## src/rtl/load_store_unit.sv

```systemverilog
// rtl/load_store_unit.sv - memory-access stage: byte/half/word loads and stores over a valid/ready bus
//
// Purpose: takes the ALU result as effective address, issues one aligned bus
// transaction per load/store, formats load data for write-back and stalls the
// pipeline while the transaction is in flight.
//
// Ports:
//   CLK, RST            clock (rising edge), asynchronous active-high reset
//   MemRead, MemWrite   load / store request (store wins when both set)
//   Funct3              access size and signedness (B, H, W, BU, HU)
//   ALUResult           effective address
//   WriteData           store data (rs2)
//   ReadData            formatted load result, registered, held between loads
//   Stall               freeze PC and register file
//   Done                one-cycle completion pulse
//   Fault               misaligned / illegal funct3 (same cycle) or bus timeout (with Done)
//   BusAddr..BusValid   word-aligned bus request, held stable until BusReady
//   BusReady, BusRData  slave acceptance and same-cycle read data

module load_store_unit #(
    parameter int WIDTH      = 32,
    parameter int ADDR_WIDTH = 32,
    parameter int MAX_WAIT   = 255
) (
    input  logic                  CLK,
    input  logic                  RST,
    input  logic                  MemRead,
    input  logic                  MemWrite,
    input  logic [2:0]            Funct3,
    input  logic [ADDR_WIDTH-1:0] ALUResult,
    input  logic [WIDTH-1:0]      WriteData,
    output logic [WIDTH-1:0]      ReadData,
    output logic                  Stall,
    output logic                  Done,
    output logic                  Fault,
    output logic [ADDR_WIDTH-1:0] BusAddr,
    output logic [WIDTH-1:0]      BusWData,
    output logic [3:0]            BusWStrb,
    output logic                  BusWrite,
    output logic                  BusValid,
    input  logic                  BusReady,
    input  logic [WIDTH-1:0]      BusRData
);

    localparam logic [1:0] S_IDLE   = 2'd0;
    localparam logic [1:0] S_ACCESS = 2'd1;
    localparam logic [1:0] S_DONE   = 2'd2;

    localparam int CW = (MAX_WAIT < 2) ? 1 : $clog2(MAX_WAIT + 1);

    logic [1:0]            state_q,     state_d;
    logic [WIDTH-1:0]      read_data_q, read_data_d;
    logic [ADDR_WIDTH-1:0] bus_addr_q,  bus_addr_d;
    logic [WIDTH-1:0]      bus_wdata_q, bus_wdata_d;
    logic [3:0]            bus_wstrb_q, bus_wstrb_d;
    logic                  bus_write_q, bus_write_d;
    logic                  bus_valid_q, bus_valid_d;
    logic [1:0]            off_q,       off_d;
    logic [2:0]            funct3_q,    funct3_d;
    logic [CW-1:0]         wait_q,      wait_d;
    logic                  timeout_q,   timeout_d;

    logic             req;
    logic             bad;
    logic [WIDTH-1:0] store_data;
    logic [3:0]       store_strb;
    logic [7:0]       load_byte;
    logic [15:0]      load_half;
    logic [WIDTH-1:0] load_data;

    assign req = MemRead | MemWrite;

    // Illegal encodings, stores with unsigned-load encodings, and misalignment.
    always_comb begin
        bad = 1'b0;
        case (Funct3)
            3'b011, 3'b110, 3'b111: bad = 1'b1;
            3'b100:                 bad = MemWrite;
            3'b101:                 bad = MemWrite | ALUResult[0];
            3'b001:                 bad = ALUResult[0];
            3'b010:                 bad = (ALUResult[1:0] != 2'b00);
            default:                bad = 1'b0;
        endcase
    end

    // Store data is replicated across lanes so the strobes alone pick the target bytes.
    always_comb begin
        store_data = WriteData;
        store_strb = 4'b1111;
        case (Funct3)
            3'b000: begin
                store_data = {4{WriteData[7:0]}};
                store_strb = 4'b0001 << ALUResult[1:0];
            end
            3'b001: begin
                store_data = {2{WriteData[15:0]}};
                store_strb = ALUResult[1] ? 4'b1100 : 4'b0011;
            end
            default: begin
                store_data = WriteData;
                store_strb = 4'b1111;
            end
        endcase
        if (!MemWrite) begin
            store_strb = 4'b0000;
        end
    end

    // Lane selection and extension for the load result.
    assign load_byte = BusRData[{off_q, 3'b000} +: 8];
    assign load_half = off_q[1] ? BusRData[31:16] : BusRData[15:0];

    always_comb begin
        case (funct3_q)
            3'b000:  load_data = {{24{load_byte[7]}}, load_byte};
            3'b100:  load_data = {24'd0, load_byte};
            3'b001:  load_data = {{16{load_half[15]}}, load_half};
            3'b101:  load_data = {16'd0, load_half};
            default: load_data = BusRData;
        endcase
    end

    always_comb begin
        state_d     = state_q;
        read_data_d = read_data_q;
        bus_addr_d  = bus_addr_q;
        bus_wdata_d = bus_wdata_q;
        bus_wstrb_d = bus_wstrb_q;
        bus_write_d = bus_write_q;
        bus_valid_d = bus_valid_q;
        off_d       = off_q;
        funct3_d    = funct3_q;
        wait_d      = wait_q;
        timeout_d   = timeout_q;
        Stall       = 1'b0;
        Done        = 1'b0;
        Fault       = 1'b0;

        case (state_q)
            S_IDLE: begin
                if (req && bad) begin
                    Fault = 1'b1;
                end else if (req) begin
                    Stall       = 1'b1;
                    bus_addr_d  = {ALUResult[ADDR_WIDTH-1:2], 2'b00};
                    bus_write_d = MemWrite;
                    bus_valid_d = 1'b1;
                    bus_wdata_d = store_data;
                    bus_wstrb_d = store_strb;
                    off_d       = ALUResult[1:0];
                    funct3_d    = Funct3;
                    wait_d      = '0;
                    timeout_d   = 1'b0;
                    state_d     = S_ACCESS;
                end
            end

            S_ACCESS: begin
                Stall = 1'b1;
                if (BusReady) begin
                    bus_valid_d = 1'b0;
                    if (!bus_write_q) begin
                        read_data_d = load_data;
                    end
                    state_d = S_DONE;
                end else if (wait_q == CW'(MAX_WAIT - 1)) begin
                    // Last allowed cycle passed without the slave answering.
                    bus_valid_d = 1'b0;
                    read_data_d = '0;
                    timeout_d   = 1'b1;
                    wait_d      = wait_q + CW'(1);
                    state_d     = S_DONE;
                end else begin
                    wait_d = wait_q + CW'(1);
                end
            end

            S_DONE: begin
                // Requests seen here belong to the instruction just completed; ignore them.
                Done      = 1'b1;
                Fault     = timeout_q;
                wait_d    = '0;
                timeout_d = 1'b0;
                state_d   = S_IDLE;
            end

            default: begin
                state_d     = S_IDLE;
                bus_valid_d = 1'b0;
            end
        endcase
    end

    always_ff @(posedge CLK or posedge RST) begin
        if (RST) begin
            state_q     <= S_IDLE;
            read_data_q <= '0;
            bus_addr_q  <= '0;
            bus_wdata_q <= '0;
            bus_wstrb_q <= '0;
            bus_write_q <= 1'b0;
            bus_valid_q <= 1'b0;
            off_q       <= '0;
            funct3_q    <= '0;
            wait_q      <= '0;
            timeout_q   <= 1'b0;
        end else begin
            state_q     <= state_d;
            read_data_q <= read_data_d;
            bus_addr_q  <= bus_addr_d;
            bus_wdata_q <= bus_wdata_d;
            bus_wstrb_q <= bus_wstrb_d;
            bus_write_q <= bus_write_d;
            bus_valid_q <= bus_valid_d;
            off_q       <= off_d;
            funct3_q    <= funct3_d;
            wait_q      <= wait_d;
            timeout_q   <= timeout_d;
        end
    end

    assign ReadData = read_data_q;
    assign BusAddr  = bus_addr_q;
    assign BusWData = bus_wdata_q;
    assign BusWStrb = bus_wstrb_q;
    assign BusWrite = bus_write_q;
    assign BusValid = bus_valid_q;

endmodule

```

## config.mk

```make
export PLATFORM = sky130hd
export DESIGN_NAME = load_store_unit
export DESIGN_NICKNAME = d
export VERILOG_FILES = /design/src/rtl/load_store_unit.sv
export SDC_FILE = /design/constraint.sdc
export NUM_CORES = 1
export LEC_CHECK = 0
export ABC_CLOCK_PERIOD_IN_PS = 11730
export CAP_MARGIN = 20
export CORE_MARGIN = 1
export CORE_UTILIZATION = 48
export DETAILED_ROUTE_END_ITERATION = 8
export PLACE_DENSITY = 0.86
export SYNTH_ARGS = -nofsm -noshare
export SYNTH_HDL_FRONTEND = slang
export SYNTH_SLANG_ARGS = --single-unit
```

## constraint.sdc

```tcl
create_clock -name CLK -period 11.73 [get_ports CLK]
set_clock_uncertainty 0.1 [all_clocks]
set_input_delay 2.346 -clock CLK [delete_from_list [all_inputs] [get_ports CLK]]
set_output_delay 2.346 -clock CLK [all_outputs]
set_load 0.05 [all_outputs]
```

# Word level (Yosys, flattened, before mapping)
# Cells that the tools add are included.
[classes]
add_sub_neg = 1
eq_ne = 19
n_shift = 2
n_mux = 35
n_bitwise = 4
n_reduce_logical = 14
[op_table]
columns = ["cell", "count"]
rows = [
  ["case mux 32 bit (4 select lines)", 1],
  ["2-to-1 mux 32 bit", 3],
  ["case mux 32 bit (2 select lines)", 1],
  ["variable part select 32 x 6 -> 8 bit", 1],
  ["2-to-1 mux 8 bit", 3],
  ["case mux 8 bit (3 select lines)", 1],
  ["== test 3 bit (second input constant)", 6],
  ["2-to-1 mux 16 bit", 1],
  ["2-to-1 mux 1 bit", 12],
  ["inequality test 2 bit (second input constant)", 5],
  ["AND reduction 3 bit", 3],
  ["adder 8 x 1 -> 8 bit (second input constant)", 1],
  ["== test 8 bit (second input constant)", 1],
  ["2-to-1 mux 2 bit", 4],
  ["2-to-1 mux 4 bit", 2],
  ["case mux 4 bit (2 select lines)", 1],
  ["AND reduction 4 bit", 2],
  ["== test 3 x 1 -> 1 bit (second input constant)", 2],
  ["== test 3 x 2 -> 1 bit (second input constant)", 2],
  ["logical NOT 3 bit", 2],
  ["case mux 1 bit (3 select lines)", 2],
  ["case mux 1 bit (5 select lines)", 1],
  ["AND reduction 5 bit", 1],
  ["case mux 1 bit (2 select lines)", 2],
  ["12 further kinds", 15],
]
[totals]
register_bits = 116
inputBits = 104
output_inout_bits = 105

# Longest topological paths before layout
# Gate-level depths: netlist (run 1).
[depth]
ltp_word = 6
depth_mapped = 8
mapped_depth_nobuf = 6

# Least setup slack after synthesis (run 1)
# No wires, ideal clock.
[synth_path]
kind = "in2out"
startpoint = "input port MemWrite"
endpoint = "output port Stall"
t_arrival_ps = 3739
t_required_ps = 9284
path_slack_ps = 5545
path_stages = 4
n_path_buf = 1
cell_sequence = "buf_2 a221oi_2 o22ai_1 a21oi_1"
[synth_between]
elab_chain_cells = 5
[synth_rtl]
columns = ["item", "line_no", "rtl"]
rows = [
  ["start, declared", "28", "input logic MemWrite,"],
  ["bitwise OR 1 bit", "79", "3'b101: bad = MemWrite | ALUResult[0];"],
  ["case mux 1 bit (5 select lines)", "76", "case (Funct3)"],
  ["logical AND 1 bit", "141", "if (req && bad) begin"],
  ["2-to-1 mux 1 bit *", "141", ""],
  ["case mux 1 bit (2 select lines) *", "139", "case (state_q)"],
  ["end, declared", "33", "output logic Stall,"],
]
# Mark *: on every way between the ends. The rest lies on a longest branch, timed or not.

# Worst setup path in the final report (run 1)
[layout_path]
startpoint = "input port Funct3[0]"
endpoint = "output port Stall"
[layout_between]
elab_chain_cells = 6
[layout_rtl]
columns = ["item", "line_no", "rtl"]
rows = [
  ["start, declared", "29", "input logic [2:0] Funct3,"],
  ["== test 3 x 2 -> 1 bit / == test 3 bit (equally long branches)", "76", ""],
  ["OR reduction 3 bit", "76", ""],
  ["case mux 1 bit (5 select lines) *", "76", ""],
  ["logical AND 1 bit *", "141", ""],
  ["2-to-1 mux 1 bit *", "141", ""],
  ["case mux 1 bit (2 select lines) *", "139", ""],
]
# Marked as above.

==> results.toml, run 1 <==
[clocking]
cts_resized = 0
cts_root_buffer = "clkbuf_16"
post-cts-setup-buffers = 0
cts.sinks = 116
cts_max_level = 4
numCtsBuffers = 17
clock_latency_ns = 0.41
clk_pin_slew_ns = 0.05
cts_buffer_depth = 2
cts_tree = "done"
ctsHoldBuffers = 0

[synth]
syn_area_sq_um = 5600
yosys_warnings = 0
ys_seq_area_share_pct = 51.8
syn_area_per_cell_sq_um = 11.4
postSynthCellCount = 493
synth_area_leaders = "dfrtp_1 (52%), mux2_2 (7.8%), o21ai_0 (2.7%)"
synthFlopType = "dfrtp_1"
synth_top_area_cell = "dfrtp_1"
synth-seq-cells = 116
synth_top_area_share_pct = 51.8
synth_cell_types = 48
synth-edff-count = 0
async_flop_share_pct = 100

[timing]
fin_crit_ns = 7.32
tightestPinTransition_ns = 0.883
setup-tns-final_ns = 0
max-slew-margin-rel_pct = 41.2
finalHoldViolCount = 0
rsz0062_at_grt = "false"
clock.fmax_mhz = 137
period_share_pct = 62.4
finalSetupViolations = 0
final-max-slew-violation-count = 0

[setup_path]
rr_startpoint = "off_q[1]$_DFFE_PP0P_"
crit_top_cell = "clkdlybuf4s50_1"
r2r_end = "ReadData[31]$_DFFE_PP0P_"
crit_path_start_kind = "input pin"
arrival_ns = 4.88
end_kind = "output pin"
path_cells = "clkdlybuf4s50_1, a221oi_2, o22ai_1, a21oi_1, clkdlybuf4s50_1"
crit_family = "buffers and inverters"
r2r_setup_slack_ns = 8.93
worstSetupPathType = "input pin to output pin"
timing.critical_path.buf_inv = 2
critPathSlowestCell = "clkdlybuf4s50_1"
cp_max_fo = 16
slowest_delay_ns = 0.83
cp_data_required_time_ns = 9.28
reg2reg_depth = 4

[finish]
drive_above_1_share_pct = 14.2
nNetsFinal = 792
antenna_cells = 0
area_growth_pct = 48.1
fillers = 801
multiInputGateArea_sq_um = 2470
regArea_sq_um = 2900

[worst_hold_path]
worst_hold_path_type = "register to register"
hold_start = "BusWData[30]$_DFFE_PP0P_"
hold_end = "BusWData[30]$_DFFE_PP0P_"
holdPathStages = 2

[floorplan]
die_x_um = 110
start_util_pct = 49.1
core_area_sq_um = 11400
io_pins = 209
dieArea_sq_um = 12100
placementRows = 39
dieHeight_um = 110

[global_routing]
grt_antenna_before_repair = 0
grt_pass1_wl_mm = 24.4
grt_max_degree = 89
grt_overflow = 0
grt_pass1_vias = 4778
track_usage_pct = 26.8

[power]
power_mw = 2.34
peakVddDrop_v = 0.000202
leakagePower_nw = 3.46
power.density_nw_per_um2 = 282

[run_status]
status = "finished, final reports clean"

[routing]
first_iter_violations = 460
firstDrtPassIters = 5
num_vias = 4859
ant_nets = 0
drc_errors = 0
routedWlPerCell_um = 18.7
vias_per_cell = 5.77
wirelength_mm = 15.7

[place]
port_buffers = 206
hpwl_mm = 11.0
gp_congestion = 0.853

[run]
maxCapViolations = 0
## through the flow
step | instances | hold slack, ns | instance area [sq um] | utilization [%] | setup WS, ns
after floorplan | 494 | 0.380 | 5610 | - | 5.55
after detailed placement | 809 | 0.370 | 7700 | 67.4 | 4.40
final | 842 | 0.380 | 8300 | 72.7 | 4.41
after CTS | 841 | 0.382 | 8290 | 72.6 | 4.42
after global placement | 809 | 0.361 | 7700 | 67.4 | 4.43
after global routing | 842 | 0.399 | 8300 | 72.7 | 4.25
## sequential cells by signal (all words and copies together) (netlist names)
signal / cells
BusValid: 1
wait_q: 8
BusWStrb: 4
BusWData: 32
funct3_q: 3
state_q: 2
off_q: 2
BusWrite: 1
ReadData: 32
timeout_q: 1
BusAddr: 30
## synthesized netlist by cell type (8+ instances only)
cell type,instances
o21ai_0,30
nand3_1,11
o2bb2ai_1,16
nor3_1,8
mux2i_1,10
and2_1,8
a21oi_1,25
nor2_1,32
mux2_2,39
buf_2,12
clkbuf_1,20
inv_1,12
nand2_1,35
o2bb2ai_2,10
dfrtp_1,116
o31ai_1,15
a22o_1,12
a211oi_1,9
## cell type report
| type | instances | share of cell area [%] |
|---|---|---|
| flip-flops and latches | 116 | 35.0 |
| multi-input cells | 327 | 29.7 |
| repair buffers | 212 | 25.4 |
| clock buffers | 22 | 5.59 |
| well taps | 143 | 2.16 |
| clock inverters | 10 | 1.57 |
| inverters | 12 | 0.573 |
## metal layers
| layer | global-route usage [%] | wire [um] | vias to the layer above | share of wire [%] |
|---|---|---|---|---|
| met5 | 0 | 0 | - | 0 |
| met4 | 10.1 | 257 | 0 | 1.6 |
| met3 | 8.99 | 1480 | 25 | 9.4 |
| met2 | 43.3 | 7700 | 244 | 49 |
| met1 | 33.2 | 6280 | 2411 | 40 |
| li1 | - | - | 2179 | - |
## cells in the final DEF, fill, tap and decap left out, types with 2 or more instances in the layout
cell | synthesis | final
clkdlybuf4s50_1 | 0 | 206
xnor2_1 | 5 | 5
inv_1 | 12 | 11
nand3b_1 | 2 | 2
o22ai_1 | 7 | 7
mux2_2 | 39 | 39
a21oi_1 | 25 | 24
dfrtp_1 | 116 | 116
conb_1 | 1 | 2
o21ai_0 | 30 | 30
o2bb2ai_2 | 10 | 10
a221o_1 | 6 | 6
and2_1 | 8 | 8
a22o_1 | 12 | 12
o2bb2ai_1 | 16 | 16
buf_4 | 2 | 6
nand4_1 | 3 | 3
clkinv_2 | 0 | 5
o31ai_1 | 15 | 15
nor2_1 | 32 | 32
xor2_1 | 2 | 2
clkbuf_8 | 0 | 2
bufinv_16 | 0 | 3
a211oi_1 | 9 | 9
clkbuf_1 | 20 | 3
clkbuf_16 | 0 | 17
mux2_1 | 7 | 7
nand2_1 | 35 | 35
nor2b_1 | 6 | 6
nand2b_1 | 4 | 4
a32o_1 | 2 | 2
ha_1 | 2 | 2
clkinvlp_4 | 0 | 2
nor3_1 | 8 | 8
mux4_2 | 6 | 6
nand3_1 | 11 | 11
mux2i_1 | 10 | 10
## tightest hold or removal path: stages, from the launching register on
cell     delay (ns)
dfrtp_1        0.34
nand2_1        0.05
o31ai_1        0.05
## power by group
group | internal [mW] | switching, mW
Sequential | 0.548 | 0.111
Combinational | 0.423 | 0.740
Clock | 0.343 | 0.178
Total | 1.31 | 1.03
## kinds of logic (layout without fill, tap and decap cells)
family / count (synthesis) / count (layout) / synth area share, %
adders and majority gates: 2 / 2 / 0.446
other: 1 / 2 / 0.0669
and+or+nand+nor: 117 / 117 / 10.3
AOI/OAI and AO/OA: 137 / 137 / 18.4
muxes: 62 / 62 / 13.4
buffers and inverters: 51 / 256 / 4.51
xor gates and xnor gates: 7 / 7 / 1.09
DFF: 116 / 116 / 51.8
## worst max-delay path by stage
stage / slack, ns / startpoint / cells past startpoint / to
finish: 4.41 / Funct3[0] / 5 / Stall
global route: 4.25 / Funct3[0] / 5 / Stall
CTS: 4.42 / Funct3[0] / 5 / Stall
detailed placement: 4.40 / Funct3[0] / 5 / Stall
global placement: 4.43 / Funct3[0] / 5 / Stall
floorplan: 5.55 / MemWrite / 4 / Stall
Power figures use the tool's default switching activity.
==> run 2: changes to the inputs <==
- ABC_CLOCK_PERIOD_IN_PS: 11730 -> 6800
- CORE_UTILIZATION: 48 -> 45
- PLACE_DENSITY: 0.86 -> 0.81
- clock period: 11.73 -> 6.8 ns (I/O delays scaled with it)
==> results.toml, run 2 (synthesis results as in run 1) <==
[run_status]
status = "finished, final reports clean"

[floorplan]
io_pins = 209
start_util_pct = 46.5
placementRows = 40
core_area_sq_um = 12100
dieHeight_um = 114
dieArea_sq_um = 12900
die_x_um = 114

[setup_path]
r2r_setup_slack_ns = 3.99
reg2reg_depth = 4
r2r_end = "ReadData[26]$_DFFE_PP0P_"
crit_path_start_kind = "input pin"
critPathCapture = "Stall"
critPathSlowestCell = "clkdlybuf4s50_1"
slowest_delay_ns = 0.83
crit_top_cell = "clkdlybuf4s50_1"
end_kind = "output pin"
arrival_ns = 3.63
worstSetupPathType = "input pin to output pin"
cp_max_fo = 7
cp_data_required_time_ns = 5.34
crit_path_start = "ALUResult[0]"
path_cells = "clkdlybuf4s50_1, a221oi_2, o22ai_1, a21oi_1, clkdlybuf4s50_1"
rr_startpoint = "off_q[1]$_DFFE_PP0P_"

[timing]
clock.fmax_mhz = 197
tightestPinTransition_ns = 0.860
setup-tns-final_ns = 0
finalSetupViolations = 0
final-max-slew-violation-count = 0
rsz0062_at_grt = "false"
finalHoldViolCount = 0
period_share_pct = 74.8
max-slew-margin-rel_pct = 42.6
fin_crit_ns = 5.09

[finish]
final_cell_mix = "clkdlybuf4s50_1 (206), dfrtp_1 (116), mux2_2 (39)"
fin_cells = 869
regArea_sq_um = 2900
layout_commonest_cell = "clkdlybuf4s50_1"
multiInputGateArea_sq_um = 2470
drive_above_1_share_pct = 14.6
fillers = 905
antenna_cells = 0
area_growth_pct = 48.9
nNetsFinal = 794

[routing]
num_vias = 4757
ant_nets = 0
wirelength_mm = 15.7
drc_errors = 0
routedWlPerCell_um = 18.1
first_iter_violations = 484
vias_per_cell = 5.47
firstDrtPassIters = 5

[global_routing]
grt_antenna_before_repair = 0
grt_max_degree = 70
grt_overflow = 0
grt_pass1_vias = 4870
track_usage_pct = 25.2
grt_pass1_wl_mm = 24.9

[power]
p_sw_share_pct = 43.9
internal_power_mw = 2.27
seqPwrFrac_pct = 28.2
p_clk_share_pct = 22.3
power_switching_mw = 1.77
leakagePower_nw = 3.48
peakVddDrop_v = 0.000257
power.density_nw_per_um2 = 484
p_comb_share_pct = 49.6

[clocking]
post-cts-setup-buffers = 0
ctsHoldBuffers = 0
cts_root_buffer = "clkbuf_16"
numCtsBuffers = 17
cts_buffer_depth = 2
clock_latency_ns = 0.41
cts_tree = "done"
clk_pin_slew_ns = 0.05
cts_resized = 0
cts.sinks = 116
cts_max_level = 4

[place]
place_inst = 836
hpwl_mm = 11.0
port_buffers = 206
gp_congestion = 0.859

[worst_hold_path]
holdPathStages = 2
worst_hold_path_type = "register to register"

[run]
maxCapViolations = 0
run 2: area by class of cell:
type,instances,area share (%)
clock inverters,11,1.59
clock buffers,21,5.52
multi-input cells,327,29.6
repair buffers,214,25.4
inverters,12,0.570
well taps,168,2.52
flip-flops and latches,116,34.8
run 2: how the worst min path moves through the flow:
| stage | from | to | slack (ns) |
|---|---|---|---|
| 6_report | BusWData[14]$_DFFE_PP0P_ | BusWData[14]$_DFFE_PP0P_ | 0.37 |
| 5_1_grt | BusWData[25]$_DFFE_PP0P_ | BusWData[25]$_DFFE_PP0P_ | 0.39 |
| 3_3_place_gp | BusWData[8]$_DFFE_PP0P_ | BusWData[8]$_DFFE_PP0P_ | 0.36 |
| 4_1_cts | BusWData[12]$_DFFE_PP0P_ | BusWData[12]$_DFFE_PP0P_ | 0.38 |
| 2_1_floorplan | funct3_q[2]$_DFFE_PP0P_ | funct3_q[2]$_DFFE_PP0P_ | 0.38 |
| 3_5_place_dp | BusWData[12]$_DFFE_PP0P_ | BusWData[12]$_DFFE_PP0P_ | 0.37 |
run 2: critical path, delay by kind of cell:
family	cells	cell delay, ns
AO/OA/AOI/OAI	3	0.87
buffers and inverters	2	1.40
run 2: per-layer routing:
layer / track usage, % / up-vias / wire, um
li1: - / 2193 / -
met1: 30.1 / 2318 / 6340
met2: 41.5 / 220 / 7700
met3: 8.55 / 26 / 1350
met4: 11.0 / 0 / 341
met5: 0 / - / 0
run 2: through the flow:
stage	power [mW]	util (%)	hold WS (ns)	instance area, sq um	setup slack [ns]
2_1_floorplan	2.45	-	0.380	5610	2.27
3_3_place_gp	3.10	64.2	0.360	7740	1.79
3_5_place_dp	3.15	64.2	0.366	7740	1.70
4_1_cts	4.06	69.1	0.378	8340	1.69
5_1_grt	4.20	69.2	0.391	8340	1.59
6_report	4.04	69.2	0.373	8340	1.71
run 2: power by group through the flow:
stage / Clock, mW / Combinational, mW / Sequential, mW
2_1_floorplan: 0 / 0.524 / 1.92
3_5_place_dp: 0 / 2.00 / 1.14
5_1_grt: 0.943 / 2.09 / 1.17
4_1_cts: 0.911 / 2.01 / 1.14
6_report: 0.899 / 2.00 / 1.14
3_3_place_gp: 0 / 1.97 / 1.13
==> run 3: changes to the inputs <==
- ABC_CLOCK_PERIOD_IN_PS: 6800 -> 4650
- CORE_UTILIZATION: 45 -> 40
- PLACE_DENSITY: 0.81 -> 0.76
- clock period: 6.8 -> 4.65 ns (I/O delays scaled with it)
==> results.toml, run 3 (synthesis results as in run 1) <==
[run_status]
status = "finished, final reports clean"

[timing]
finalHoldViolCount = 0
finalSetupViolations = 0
setup-tns-final_ns = 0
worst_hold_slack_ns = 0.377
max-slew-margin-rel_pct = 37.0
fin_crit_ns = 3.60
rsz0062_at_grt = "false"
tightestPinTransition_ns = 0.946
period_share_pct = 77.5
clock.fmax_mhz = 277
final-max-slew-violation-count = 0

[setup_path]
rr_startpoint = "off_q[1]$_DFFE_PP0P_"
crit_path_start = "MemWrite"
cp_data_required_time_ns = 3.62
cp_max_fo = 9
r2r_setup_slack_ns = 1.84
crit_path_start_kind = "input pin"
path_cells = "clkdlybuf4s50_1, a221oi_2, o22ai_1, a21oi_1, buf_4"
slowest_delay_ns = 0.60
end_kind = "output pin"
critPathSlowestCell = "clkdlybuf4s50_1"
arrival_ns = 2.57
worstSetupPathType = "input pin to output pin"

[routing]
num_vias = 4748
wirelength_mm = 15.8
drc_errors = 0
ant_nets = 0
vias_per_cell = 5.42
firstDrtPassIters = 4
routedWlPerCell_um = 18.1
first_iter_violations = 303

[power]
peakVddDrop_v = 0.000408
p_comb_share_pct = 49.4
power.density_nw_per_um2 = 706
p_clk_share_pct = 22.4
leakagePower_nw = 3.48
p_sw_share_pct = 43.9
seqPwrFrac_pct = 28.2
power_switching_mw = 2.59
internal_power_mw = 3.32

[clocking]
post-cts-setup-buffers = 0
clock_latency_ns = 0.41
numCtsBuffers = 17
cts.sinks = 116
cts_buffer_depth = 2
cts_max_level = 4
ctsHoldBuffers = 0
cts_tree = "done"
clk_pin_slew_ns = 0.05
cts_root_buffer = "clkbuf_16"
cts_resized = 0

[global_routing]
grt_pass1_vias = 4990
track_usage_pct = 23.1
grt_overflow = 0
grt_max_degree = 88
grt_antenna_before_repair = 0
grt_pass1_wl_mm = 25.5

[floorplan]
core_area_sq_um = 13500
die_x_um = 120
dieArea_sq_um = 14500
start_util_pct = 41.7
io_pins = 209
dieHeight_um = 120
placementRows = 42

[finish]
area_growth_pct = 49.3
drive_above_1_share_pct = 14.6
final_cell_mix = "clkdlybuf4s50_1 (204), dfrtp_1 (116), mux2_2 (39)"
layout_commonest_cell = "clkdlybuf4s50_1"
antenna_cells = 0
nNetsFinal = 793

[place]
port_buffers = 206
hpwl_mm = 11.2
gp_congestion = 0.867

[worst_hold_path]
worst_hold_path_type = "register to register"
hold_start = "BusWData[19]$_DFFE_PP0P_"

[run]
maxCapViolations = 0
==> run 3: layout make-up <==
| type | count | area (sq um) |
|---|---|---|
| Clock buffer | 22 | 464 |
| Sequential cell | 116 | 2900 |
| Inverter | 12 | 47.5 |
| Clock inverter | 10 | 130 |
| Fill cell | 1111 | 5090 |
| Tap cell | 176 | 220 |
| Timing Repair Buffer | 213 | 2130 |
| Multi-Input combinational cell | 327 | 2470 |
==> run 3: stage by stage <==
stage                     setup slack, ns  power, mW  cells  utilization, %  cell area [sq um]
final                                1.05       5.91    876            62.2               8370
after global routing                0.937       6.17    876            62.2               8370
after CTS                            1.03       5.95    876            62.2               8370
after detailed placement             1.04       4.60    844            57.8               7770
after global placement               1.09       4.55    844            57.8               7770
after floorplan                     0.548       3.58    494               -               5610
==> run 3: final timing paths <==
check,end,cells past startpoint
worst min-delay path,BusWData[19]$_DFFE_PP0P_,2
worst max register to register,ReadData[27]$_DFFE_PP0P_,4
worst min register to register,BusWData[19]$_DFFE_PP0P_,2
min in group asynchronous,BusAddr[5]$_DFFE_PP0P_,2
worst max-delay path,Stall,5
max in group asynchronous,BusWData[24]$_DFFE_PP0P_,3
==> run 3: power by group through the flow <==
stage	Combinational (mW)	Sequential, mW	Clock (mW)
after floorplan	0.766	2.81	0
after global placement	2.89	1.66	0
after detailed placement	2.93	1.67	0
after CTS	2.94	1.67	1.35
after global routing	3.06	1.72	1.39
final	2.92	1.67	1.32
==> run 3: layer usage <==
| metal | vias up | GRT usage (%) | share of wire, % |
|---|---|---|---|
| met5 | - | 0 | 0 |
| met3 | 37 | 8.30 | 8.4 |
| met1 | 2323 | 27.0 | 40 |
| met2 | 202 | 37.7 | 49 |
| met4 | 0 | 11.3 | 3.1 |
| li1 | 2186 | - | - |
==> run 3: critical path: cells and delay by family <==
kind,cells,cell delay (ns)
compound gates,3,0.82
buf+inv,2,0.82
